### config.mk
export PLATFORM = sky130hd
export DESIGN_NAME = anton_neopixel_apb_bridge_flat
export DESIGN_NICKNAME = d
export VERILOG_FILES = /design/src/rtl/anton_neopixel_apb_bridge_if.sv /design/src/rtl/anton_neopixel_apb_bridge.sv /design/src/flat_wrapper.sv
export SDC_FILE = /design/constraint.sdc
export NUM_CORES = 1
export LEC_CHECK = 0
export CAP_MARGIN = 20
export CORE_ASPECT_RATIO = 0.5
export CORE_MARGIN = 2
export CORE_UTILIZATION = 40
export CTS_CLUSTER_DIAMETER = 30
export DETAILED_ROUTE_END_ITERATION = 8
export GPL_TIMING_DRIVEN = 0
export SKIP_LAST_GASP = 1
export SYNTH_ARGS = -nofsm -noshare
export SYNTH_HDL_FRONTEND = slang
export SYNTH_SLANG_ARGS = --single-unit
export TNS_END_PERCENT = 1
### constraint.sdc
create_clock -name busClk -period 14.95 [get_ports busClk]
set_clock_uncertainty 0.2 [all_clocks]
set_input_delay 2.99 -clock busClk [delete_from_list [all_inputs] [get_ports busClk]]
set_output_delay 2.99 -clock busClk [all_outputs]
set_load 0.01 [all_outputs]
### src/rtl/anton_neopixel_apb_bridge_if.sv
// anton_neopixel_apb_bridge_if
//   Bundles the APB3 slave signals and the neopixel byte-bus signals that the
//   bridge sits between.
//   slave  modport: used by the bridge (APB inputs, byte-bus outputs).
//   master modport: used by whatever drives APB and models the neopixel bus.
interface anton_neopixel_apb_bridge_if;
    logic [15:0] PADDR;
    logic        PSEL;
    logic        PENABLE;
    logic        PWRITE;
    logic [31:0] PWDATA;
    logic [31:0] PRDATA;
    logic        PREADY;
    logic        PSLVERR;
    logic [13:0] busAddr;
    logic [7:0]  busDataIn;
    logic        busWrite;
    logic        busRead;
    logic [7:0]  busDataOut;

    modport slave (
        input  PADDR, PSEL, PENABLE, PWRITE, PWDATA, busDataOut,
        output PRDATA, PREADY, PSLVERR, busAddr, busDataIn, busWrite, busRead
    );

    modport master (
        output PADDR, PSEL, PENABLE, PWRITE, PWDATA, busDataOut,
        input  PRDATA, PREADY, PSLVERR, busAddr, busDataIn, busWrite, busRead
    );
endinterface

### src/rtl/anton_neopixel_apb_bridge.sv
// anton_neopixel_apb_bridge
//   APB3 slave that turns each 32-bit word access into four little-endian
//   byte cycles on the neopixel module's byte-wide register/pixel bus.
//   Ports:
//     busClk    - bridge, APB and byte-bus clock
//     busReset  - asynchronous, active-high reset
//     bus       - slave side of anton_neopixel_apb_bridge_if (APB3 + byte bus)
//   Parameters:
//     READ_LATENCY - cycles from busRead to valid busDataOut (1..3)
//     ADDR_LIMIT   - first illegal byte address; such accesses get PSLVERR
//   Every output is a flop; the next-state block computes next output values.
module anton_neopixel_apb_bridge #(
    parameter int          READ_LATENCY = 1,
    parameter logic [15:0] ADDR_LIMIT   = 16'h4000
) (
    input  logic                          busClk,
    input  logic                          busReset,
    anton_neopixel_apb_bridge_if.slave    bus
);
    localparam logic [2:0] RL = 3'(READ_LATENCY);

    typedef enum logic [2:0] {IDLE, ERR, WR, RD, DONE} state_t;

    state_t      state, state_nxt;
    logic [1:0]  lane, lane_nxt;       // lane currently driven on the byte bus
    logic [2:0]  rd_cnt, rd_cnt_nxt;   // cycles since the lane-0 read strobe
    logic [13:2] word, word_nxt;
    logic [31:0] wdata, wdata_nxt;
    logic [23:0] rbuf, rbuf_nxt;       // bytes 0..2, shifted in from the top
    logic [31:0] prdata, prdata_nxt;
    logic        pready, pready_nxt;
    logic        pslverr, pslverr_nxt;
    logic [13:0] addr, addr_nxt;
    logic [7:0]  din, din_nxt;
    logic        wr, wr_nxt;
    logic        rd, rd_nxt;

    logic [1:0]  lane_inc;
    logic [2:0]  cap;                  // byte index due at the end of this cycle

    assign lane_inc = lane + 2'd1;
    assign cap      = rd_cnt - RL;

    always_comb begin
        state_nxt   = state;
        lane_nxt    = lane;
        rd_cnt_nxt  = rd_cnt;
        word_nxt    = word;
        wdata_nxt   = wdata;
        rbuf_nxt    = rbuf;
        prdata_nxt  = prdata;
        pready_nxt  = 1'b0;
        pslverr_nxt = 1'b0;
        addr_nxt    = addr;
        din_nxt     = din;
        wr_nxt      = 1'b0;
        rd_nxt      = 1'b0;
        case (state)
            IDLE: begin
                if (bus.PSEL && !bus.PENABLE) begin
                    word_nxt   = bus.PADDR[13:2];
                    wdata_nxt  = bus.PWDATA;
                    lane_nxt   = 2'd0;
                    rd_cnt_nxt = 3'd0;
                    if ((bus.PADDR & 16'hFFFC) >= ADDR_LIMIT) begin
                        state_nxt = ERR;
                    end else begin
                        // lane 0 goes out in the very first access-phase cycle
                        addr_nxt = {bus.PADDR[13:2], 2'd0};
                        if (bus.PWRITE) begin
                            state_nxt = WR;
                            wr_nxt    = 1'b1;
                            din_nxt   = bus.PWDATA[7:0];
                        end else begin
                            state_nxt = RD;
                            rd_nxt    = 1'b1;
                        end
                    end
                end
            end
            ERR: begin
                state_nxt   = DONE;
                pready_nxt  = 1'b1;
                pslverr_nxt = 1'b1;
                prdata_nxt  = 32'd0;
            end
            WR: begin
                if (lane == 2'd3) begin
                    state_nxt  = DONE;
                    pready_nxt = 1'b1;
                end else begin
                    lane_nxt = lane_inc;
                    wr_nxt   = 1'b1;
                    addr_nxt = {word, lane_inc};
                    din_nxt  = wdata[{lane_inc, 3'b000} +: 8];
                end
            end
            RD: begin
                rd_cnt_nxt = rd_cnt + 3'd1;
                if (lane != 2'd3) begin
                    lane_nxt = lane_inc;
                    rd_nxt   = 1'b1;
                    addr_nxt = {word, lane_inc};
                end
                // strobes and captures overlap; bytes arrive in lane order
                if (rd_cnt >= RL) begin
                    if (cap == 3'd3) begin
                        prdata_nxt = {bus.busDataOut, rbuf};
                        state_nxt  = DONE;
                        pready_nxt = 1'b1;
                    end else begin
                        rbuf_nxt = {bus.busDataOut, rbuf[23:8]};
                    end
                end
            end
            DONE: state_nxt = IDLE;
            default: state_nxt = IDLE;
        endcase
    end

    always_ff @(posedge busClk or posedge busReset) begin
        if (busReset) begin
            state   <= IDLE;
            lane    <= 2'd0;
            rd_cnt  <= 3'd0;
            word    <= '0;
            wdata   <= '0;
            rbuf    <= '0;
            prdata  <= '0;
            pready  <= 1'b0;
            pslverr <= 1'b0;
            addr    <= '0;
            din     <= '0;
            wr      <= 1'b0;
            rd      <= 1'b0;
        end else begin
            state   <= state_nxt;
            lane    <= lane_nxt;
            rd_cnt  <= rd_cnt_nxt;
            word    <= word_nxt;
            wdata   <= wdata_nxt;
            rbuf    <= rbuf_nxt;
            prdata  <= prdata_nxt;
            pready  <= pready_nxt;
            pslverr <= pslverr_nxt;
            addr    <= addr_nxt;
            din     <= din_nxt;
            wr      <= wr_nxt;
            rd      <= rd_nxt;
        end
    end

    assign bus.PRDATA    = prdata;
    assign bus.PREADY    = pready;
    assign bus.PSLVERR   = pslverr;
    assign bus.busAddr   = addr;
    assign bus.busDataIn = din;
    assign bus.busWrite  = wr;
    assign bus.busRead   = rd;
endmodule

### src/flat_wrapper.sv
// flat-port wrapper written by rule: the top's interface ports become plain ports
module anton_neopixel_apb_bridge_flat 
#(
    parameter int          READ_LATENCY = 1,
    parameter logic [15:0] ADDR_LIMIT   = 16'h4000
)
  (busClk, busReset, bus_PADDR, bus_PSEL, bus_PENABLE, bus_PWRITE, bus_PWDATA, bus_busDataOut, bus_PRDATA, bus_PREADY, bus_PSLVERR, bus_busAddr, bus_busDataIn, bus_busWrite, bus_busRead);
  anton_neopixel_apb_bridge_if bus_i ();
  input  logic busClk;
  input  logic busReset;
  input wire logic [$bits(bus_i.PADDR)-1:0] bus_PADDR;
  input wire logic [$bits(bus_i.PSEL)-1:0] bus_PSEL;
  input wire logic [$bits(bus_i.PENABLE)-1:0] bus_PENABLE;
  input wire logic [$bits(bus_i.PWRITE)-1:0] bus_PWRITE;
  input wire logic [$bits(bus_i.PWDATA)-1:0] bus_PWDATA;
  input wire logic [$bits(bus_i.busDataOut)-1:0] bus_busDataOut;
  output wire logic [$bits(bus_i.PRDATA)-1:0] bus_PRDATA;
  output wire logic [$bits(bus_i.PREADY)-1:0] bus_PREADY;
  output wire logic [$bits(bus_i.PSLVERR)-1:0] bus_PSLVERR;
  output wire logic [$bits(bus_i.busAddr)-1:0] bus_busAddr;
  output wire logic [$bits(bus_i.busDataIn)-1:0] bus_busDataIn;
  output wire logic [$bits(bus_i.busWrite)-1:0] bus_busWrite;
  output wire logic [$bits(bus_i.busRead)-1:0] bus_busRead;
  assign bus_i.PADDR = bus_PADDR;
  assign bus_i.PSEL = bus_PSEL;
  assign bus_i.PENABLE = bus_PENABLE;
  assign bus_i.PWRITE = bus_PWRITE;
  assign bus_i.PWDATA = bus_PWDATA;
  assign bus_i.busDataOut = bus_busDataOut;
  assign bus_PRDATA = bus_i.PRDATA;
  assign bus_PREADY = bus_i.PREADY;
  assign bus_PSLVERR = bus_i.PSLVERR;
  assign bus_busAddr = bus_i.busAddr;
  assign bus_busDataIn = bus_i.busDataIn;
  assign bus_busWrite = bus_i.busWrite;
  assign bus_busRead = bus_i.busRead;
  anton_neopixel_apb_bridge #(.READ_LATENCY(READ_LATENCY), .ADDR_LIMIT(ADDR_LIMIT)) u_core (.busClk(busClk), .busReset(busReset), .bus(bus_i));
endmodule
==> metrics.cfg, run 1 <==
[cells_and_area]
design_area_sq_um=7925
fill_cells=1199
n_antenna_cell=0
seq_area_sq_um=3353
multi_input_area_sq_um=2291
final_cells=729
area_growth_syn_to_layout_pct=35.37
nets=584
layout-drive-gt1-share_pct=32.39

[placed_design]
placed_cell_area_sq_um=7296
place_inst=697
place.gp.congestion=0.6993
place_ws_ns=9.601
hpwlAfterDp_mm=8.290
numPortBuffers=116

[sta]
finalSetupTns_ns=0
hold_viol=0
rsz0062_at_grt=false
setup_viol=0
max_slew_margin_pct=37.43
maxClockFrequency_mhz=205.9
setup_slack_ns=10.09
tightest_slew_ns=0.9345
period_share_pct=32.48
fin_crit_ns=4.856
slew_violations=0

[synth]
syn_area_sq_um=5854
synth_seq_cells=134
syn_inst=382
yosys.area.top_type_share_pct=57.28
synth_cell_types=43
synth-edff-count=0
ys_seq_area_share_pct=57.28
async_flop_share_pct=100.0
syn_area_per_cell_sq_um=15.33
synth_area_leaders=dfrtp_1, mux2_2, mux2_4
synth_ff_type=dfrtp_1
synthesis.nets=448
yosysTopAreaCell=dfrtp_1
yosysWarnings=0

[critical_path]
cp.depth=5
path_cells=clkdlybuf4s50_1 -> or3b_1 -> buf_2 -> o31ai_4 -> mux2_2
worst_path_max_delay_cell=o31ai_4
crit_family=buffers and inverters
start_kind=primary input
startpoint=bus_PSEL
max_stage_delay_ns=0.60
crit_buf_inv=2
reg2reg_slack_ns=12.29
reg2regPathDepth=7
critPathMaxFanout=9
cp.required_ns=15.04
crit_type=in2reg
r2r-start=u_core.rd_cnt[0]
worstSetupEndpointType=flip-flop
regToRegEndpoint=u_core.bus.PRDATA[11]
critPathCapture=u_core.bus.busDataIn[6]
cp.arrival_ns=4.95

[clock_tree]
postCtsHoldBufs=0
clk_latency_ns=0.41
cts_setup_buffers=0
path_clk_slew_ns=0.06
cts.sinks=134
clock_path_buffers=2
numCtsBuffers=17
cts.repair.resized=0
cts_tree=done
cts.htree.levels=4
clock-root-buffer=clkbuf_16

[global_route]
use_met2_pct=27.63
grt_pass1_vias=3724
grt_use_met1_pct=24.00
grt_use_met3_pct=4.974
grt_pass1_wl_mm=20.58
antenna_found_initial=0
grt-ovfl-total=0
grt_use_total_pct=17.52
grt_max_degree=72
busiest_layer=met2

[floorplan]
chipWidth_um=175.1
initial_core_util_pct=40.68
core_sq_um=14390
io_pins=119
chipHeight_um=89.55
dieArea_sq_um=15680
rows=31

[detailed_routing]
wire_per_inst_um=17.46
vias_per_cell=4.949
vias=3608
antenna_left=0
routed_wl_mm=12.73
drcViolationCount=0
drtIter0Drc=137
drtPass1Iterations=4

[flow_run]
cap_violations=0

[power_and_ir_drop]
vdd_ir_drop_max_mv=0.1026
power_uw=1488
power_density_nw_per_um2=187.8
leakage_uw=0.003523

[worst_hold_path]
min_path_type=reg2reg

[outcome]
status=finished, final reports clean

routing by layer:
metal  share of wire (%)  vias up
met4                0.81        0
met3                 5.1        7
met2                  44       93
li1                    -     1671
met1                  50     1837
met5                   0        -
report_power, final:
part           internal [uW]  switching [uW]
Clock                    281             164
Sequential               494            76.3
Combinational            300             172
placed cells by master (no fill, tap or decap), types with 4 or more instances in the layout:
| master | netlist | final |
|---|---|---|
| nor2_1 | 5 | 5 |
| clkbuf_16 | 0 | 17 |
| nand2_1 | 10 | 10 |
| nand3_1 | 8 | 8 |
| bufinv_16 | 0 | 4 |
| buf_12 | 4 | 4 |
| dfrtp_1 | 134 | 134 |
| clkdlybuf4s50_1 | 0 | 116 |
| o21ai_0 | 4 | 4 |
| or3_1 | 6 | 6 |
| mux4_2 | 8 | 8 |
| mux2_2 | 69 | 69 |
| a22o_1 | 28 | 28 |
| clkbuf_1 | 9 | 10 |
| ha_1 | 5 | 5 |
| mux2_4 | 39 | 39 |
| buf_2 | 8 | 8 |
| inv_6 | 0 | 4 |
| inv_1 | 6 | 5 |
sequential cells by signal, indices dropped and copies added, names as in the netlist:
| register | count |
|---|---|
| u_core.bus.PRDATA | 32 |
| u_core.wdata | 32 |
| u_core.rbuf | 24 |
| u_core.bus.busAddr | 14 |
| u_core.word | 12 |
| u_core.bus.busDataIn | 8 |
| u_core.rd_cnt | 3 |
| u_core.state | 3 |
| u_core.lane | 2 |
| u_core.bus.PREADY | 1 |
| u_core.bus.PSLVERR | 1 |
| u_core.bus.busRead | 1 |
| u_core.bus.busWrite | 1 |
cell type report:
| class | instances | area share, % |
|---|---|---|
| multi-input combinational | 217 | 28.91 |
| tap | 198 | 3.126 |
| sequential | 134 | 42.31 |
| clock inverter | 14 | 2.526 |
| timing repair buffer | 117 | 15.00 |
| inverter | 6 | 0.3473 |
| buffer | 25 | 2.368 |
| clock buffer | 18 | 5.415 |
synth_stat cells (all sizes together) (2+ instances only):
master / count
a21o: 3
mux4: 8
nor3b: 2
ha: 5
buf: 16
or2: 2
mux2: 108
nand2: 10
o21ai: 4
o21bai: 3
nand3: 8
dfrtp: 134
inv: 6
nor2: 5
or3: 6
nor3: 2
a22o: 28
nand2b: 3
o211ai: 3
or3b: 2
o21ba: 2
clkbuf: 9
through the flow:
step	hold slack (ns)	utilization (%)
floorplan	0.2539	-
global placement	0.2658	50.47
detailed placement	0.2758	50.70
CTS	0.2892	55.07
global route	0.3125	55.07
finish	0.2836	55.07
logic make-up (layout without fill, tap and decap cells):
kind of cell | count (synthesis) | after routing | synth area share (%)
buffers and inverters | 31 | 180 | 3.590
AO/OA/AOI/OAI | 50 | 50 | 7.160
AND/OR/NAND/NOR | 46 | 46 | 4.553
adder cells (fa/ha/maj) | 5 | 5 | 1.069
flip-flops | 134 | 134 | 57.28
multiplexers | 116 | 116 | 26.35
worst min path at each step:
stage | from | to | slack (ns) | depth (start not counted)
after floorplan | u_core.lane[1] | u_core.lane[1] | 0.25 | 1
after global placement | u_core.lane[1] | u_core.lane[1] | 0.27 | 1
after detailed placement | u_core.lane[1] | u_core.lane[1] | 0.28 | 1
after CTS | u_core.lane[1] | u_core.lane[1] | 0.29 | 1
after global routing | u_core.lane[1] | u_core.lane[1] | 0.31 | 1
final | u_core.lane[1] | u_core.lane[1] | 0.28 | 1
No activity file was read; power rests on OpenSTA's default activity.
==> inputs of run 2 (changes only) <==
Settings changed: PLACE_DENSITY set to 0.67.
Clock period 14.95 ns to 4.05 ns, I/O delays scaled along.
==> run 2 against run 1 <==
Compared with the run above: worst hold slack better by 0.019 ns; total power grew to 3.7 times the previous value; via count is 1.7% higher; die area stayed put; global-route usage is 0.19 points lower; non-clock buffer count is 2 higher; clock power grew to 3.7 times the previous value; combinational power grew to 3.7 times the previous value; critical path type unchanged; largest cell class unchanged.
==> metrics.cfg, run 2 (same netlist as run 1, synthesis figures left out) <==
[clock_tree]
cts.repair.resized=0
path_clk_slew_ns=0.06
postCtsHoldBufs=0
clk_latency_ns=0.42
clock-root-buffer=clkbuf_16
cts.htree.levels=4
clock_path_buffers=2
cts_tree=done
cts.sinks=134
numCtsBuffers=17
cts_setup_buffers=0

[detailed_routing]
drtPass1Iterations=4
wire_per_inst_um=17.60
antenna_left=0
vias_per_cell=5.021
vias=3670
drtIter0Drc=110
drcViolationCount=0
routed_wl_mm=12.86

[cells_and_area]
n_antenna_cell=0
fin_util_pct=55.29
final_cell_mix=dfrtp_1, clkdlybuf4s50_1, mux2_2, mux2_4, a22o_1
nets=586
layout_commonest_cell=dfrtp_1
layout-drive-gt1-share_pct=32.83
area_growth_syn_to_layout_pct=35.91

[floorplan]
rows=31
dieArea_sq_um=15680
initial_core_util_pct=40.68
chipHeight_um=89.55
core_sq_um=14390
io_pins=119
chipWidth_um=175.1

[power_and_ir_drop]
clockPowerShare_pct=29.8
leakage_uw=0.003543
swShare_pct=28.46
power_density_nw_per_um2=692.4
p_sw_uw=1568
seqPwrFrac_pct=38.2
combPwrFrac_pct=32.0
p_int_uw=3941
vdd_ir_drop_max_mv=0.3322
power_uw=5509

[placed_design]
place.gp.congestion=0.7608
numPortBuffers=116
hpwlAfterDp_mm=8.615

[global_route]
grt-ovfl-total=0
antenna_found_initial=0
grt_max_degree=42
grt_use_total_pct=17.32
grt_pass1_vias=3799
grt_pass1_wl_mm=20.57

[flow_run]
cap_violations=0

[sta]
tightest_slew_ns=0.9323
hold_viol=0
rsz0062_at_grt=false
finalSetupTns_ns=0
slew_violations=0
max_slew_margin_pct=37.57
period_share_pct=66.76
maxClockFrequency_mhz=369.9
setup_viol=0
fin_crit_ns=2.704

[outcome]
status=finished, final reports clean

[critical_path]
crit_type=in2reg
worstSetupEndpointType=flip-flop
cp.required_ns=4.15
cp.arrival_ns=2.80
critPathMaxFanout=9
start_kind=primary input

[worst_hold_path]
min_path_type=reg2reg

## run 2: cell count changes in the layout (fill, tap and decap cells not counted), sizes merged
cell	delta
clkinvlp	-1
inv	+3
buf	+2
clkinv	-1
bufinv	-1
## run 2: per-layer routing
metal / wire length [um] / global-route usage (%) / up-vias
li1: - / - / 1688
met1: 6167 / 22.86 / 1881
met2: 5941 / 28.14 / 86
met3: 614 / 4.762 / 15
met4: 140 / 5.909 / 0
met5: 0 / 0 / -
## run 2: worst paths after layout
check	from	end	slack (ns)	cells past startpoint
max in group asynchronous	busReset	u_core.wdata[5]	2.35	3
min in group asynchronous	busReset	u_core.rbuf[4]	0.66	2
max	bus_PSEL	u_core.bus.busDataIn[6]	1.35	5
min reg2reg	u_core.bus.busDataIn[0]	u_core.bus.busDataIn[0]	0.30	1
max reg2reg	u_core.rd_cnt[0]	u_core.bus.PRDATA[17]	1.43	7
min	u_core.bus.busDataIn[0]	u_core.bus.busDataIn[0]	0.30	1
## run 2: power groups by stage
stage / clock network [uW] / registers [uW] / logic (uW)
global route: 1730 / 2170 / 1900
detailed placement: 0 / 2120 / 1780
finish: 1640 / 2100 / 1760
global placement: 0 / 2110 / 1740
floorplan: 0 / 2100 / 1180
CTS: 1670 / 2110 / 1790
## run 2: critical path, stage by stage
cell,delay [ns]
clkdlybuf4s50_1,0.46
or3b_1,0.34
buf_2,0.17
o31ai_4,0.61
mux2_2,0.41
## run 2: per-stage QoR
step | hold WS (ns) | std cells | cell area, sq um | setup slack (ns)
floorplan | 0.2539 | 382 | 5858 | 1.375
finish | 0.3023 | 731 | 7956 | 1.346
global route | 0.3116 | 731 | 7956 | 1.224
detailed placement | 0.2734 | 699 | 7327 | 0.8875
CTS | 0.3025 | 731 | 7956 | 1.334
global placement | 0.2632 | 696 | 7267 | 0.1082
## run 2: cell type report
cell class                      instances  area [sq um]
Fill cell                            1217          6434
Sequential cell                       134          3353
Multi-Input combinational cell        217          2291
Timing Repair Buffer                  119          1221
Clock buffer                           18         439.2
Tap cell                              198         247.7
Clock inverter                         14         190.2
Buffer                                 25         187.7
Inverter                                6         26.28
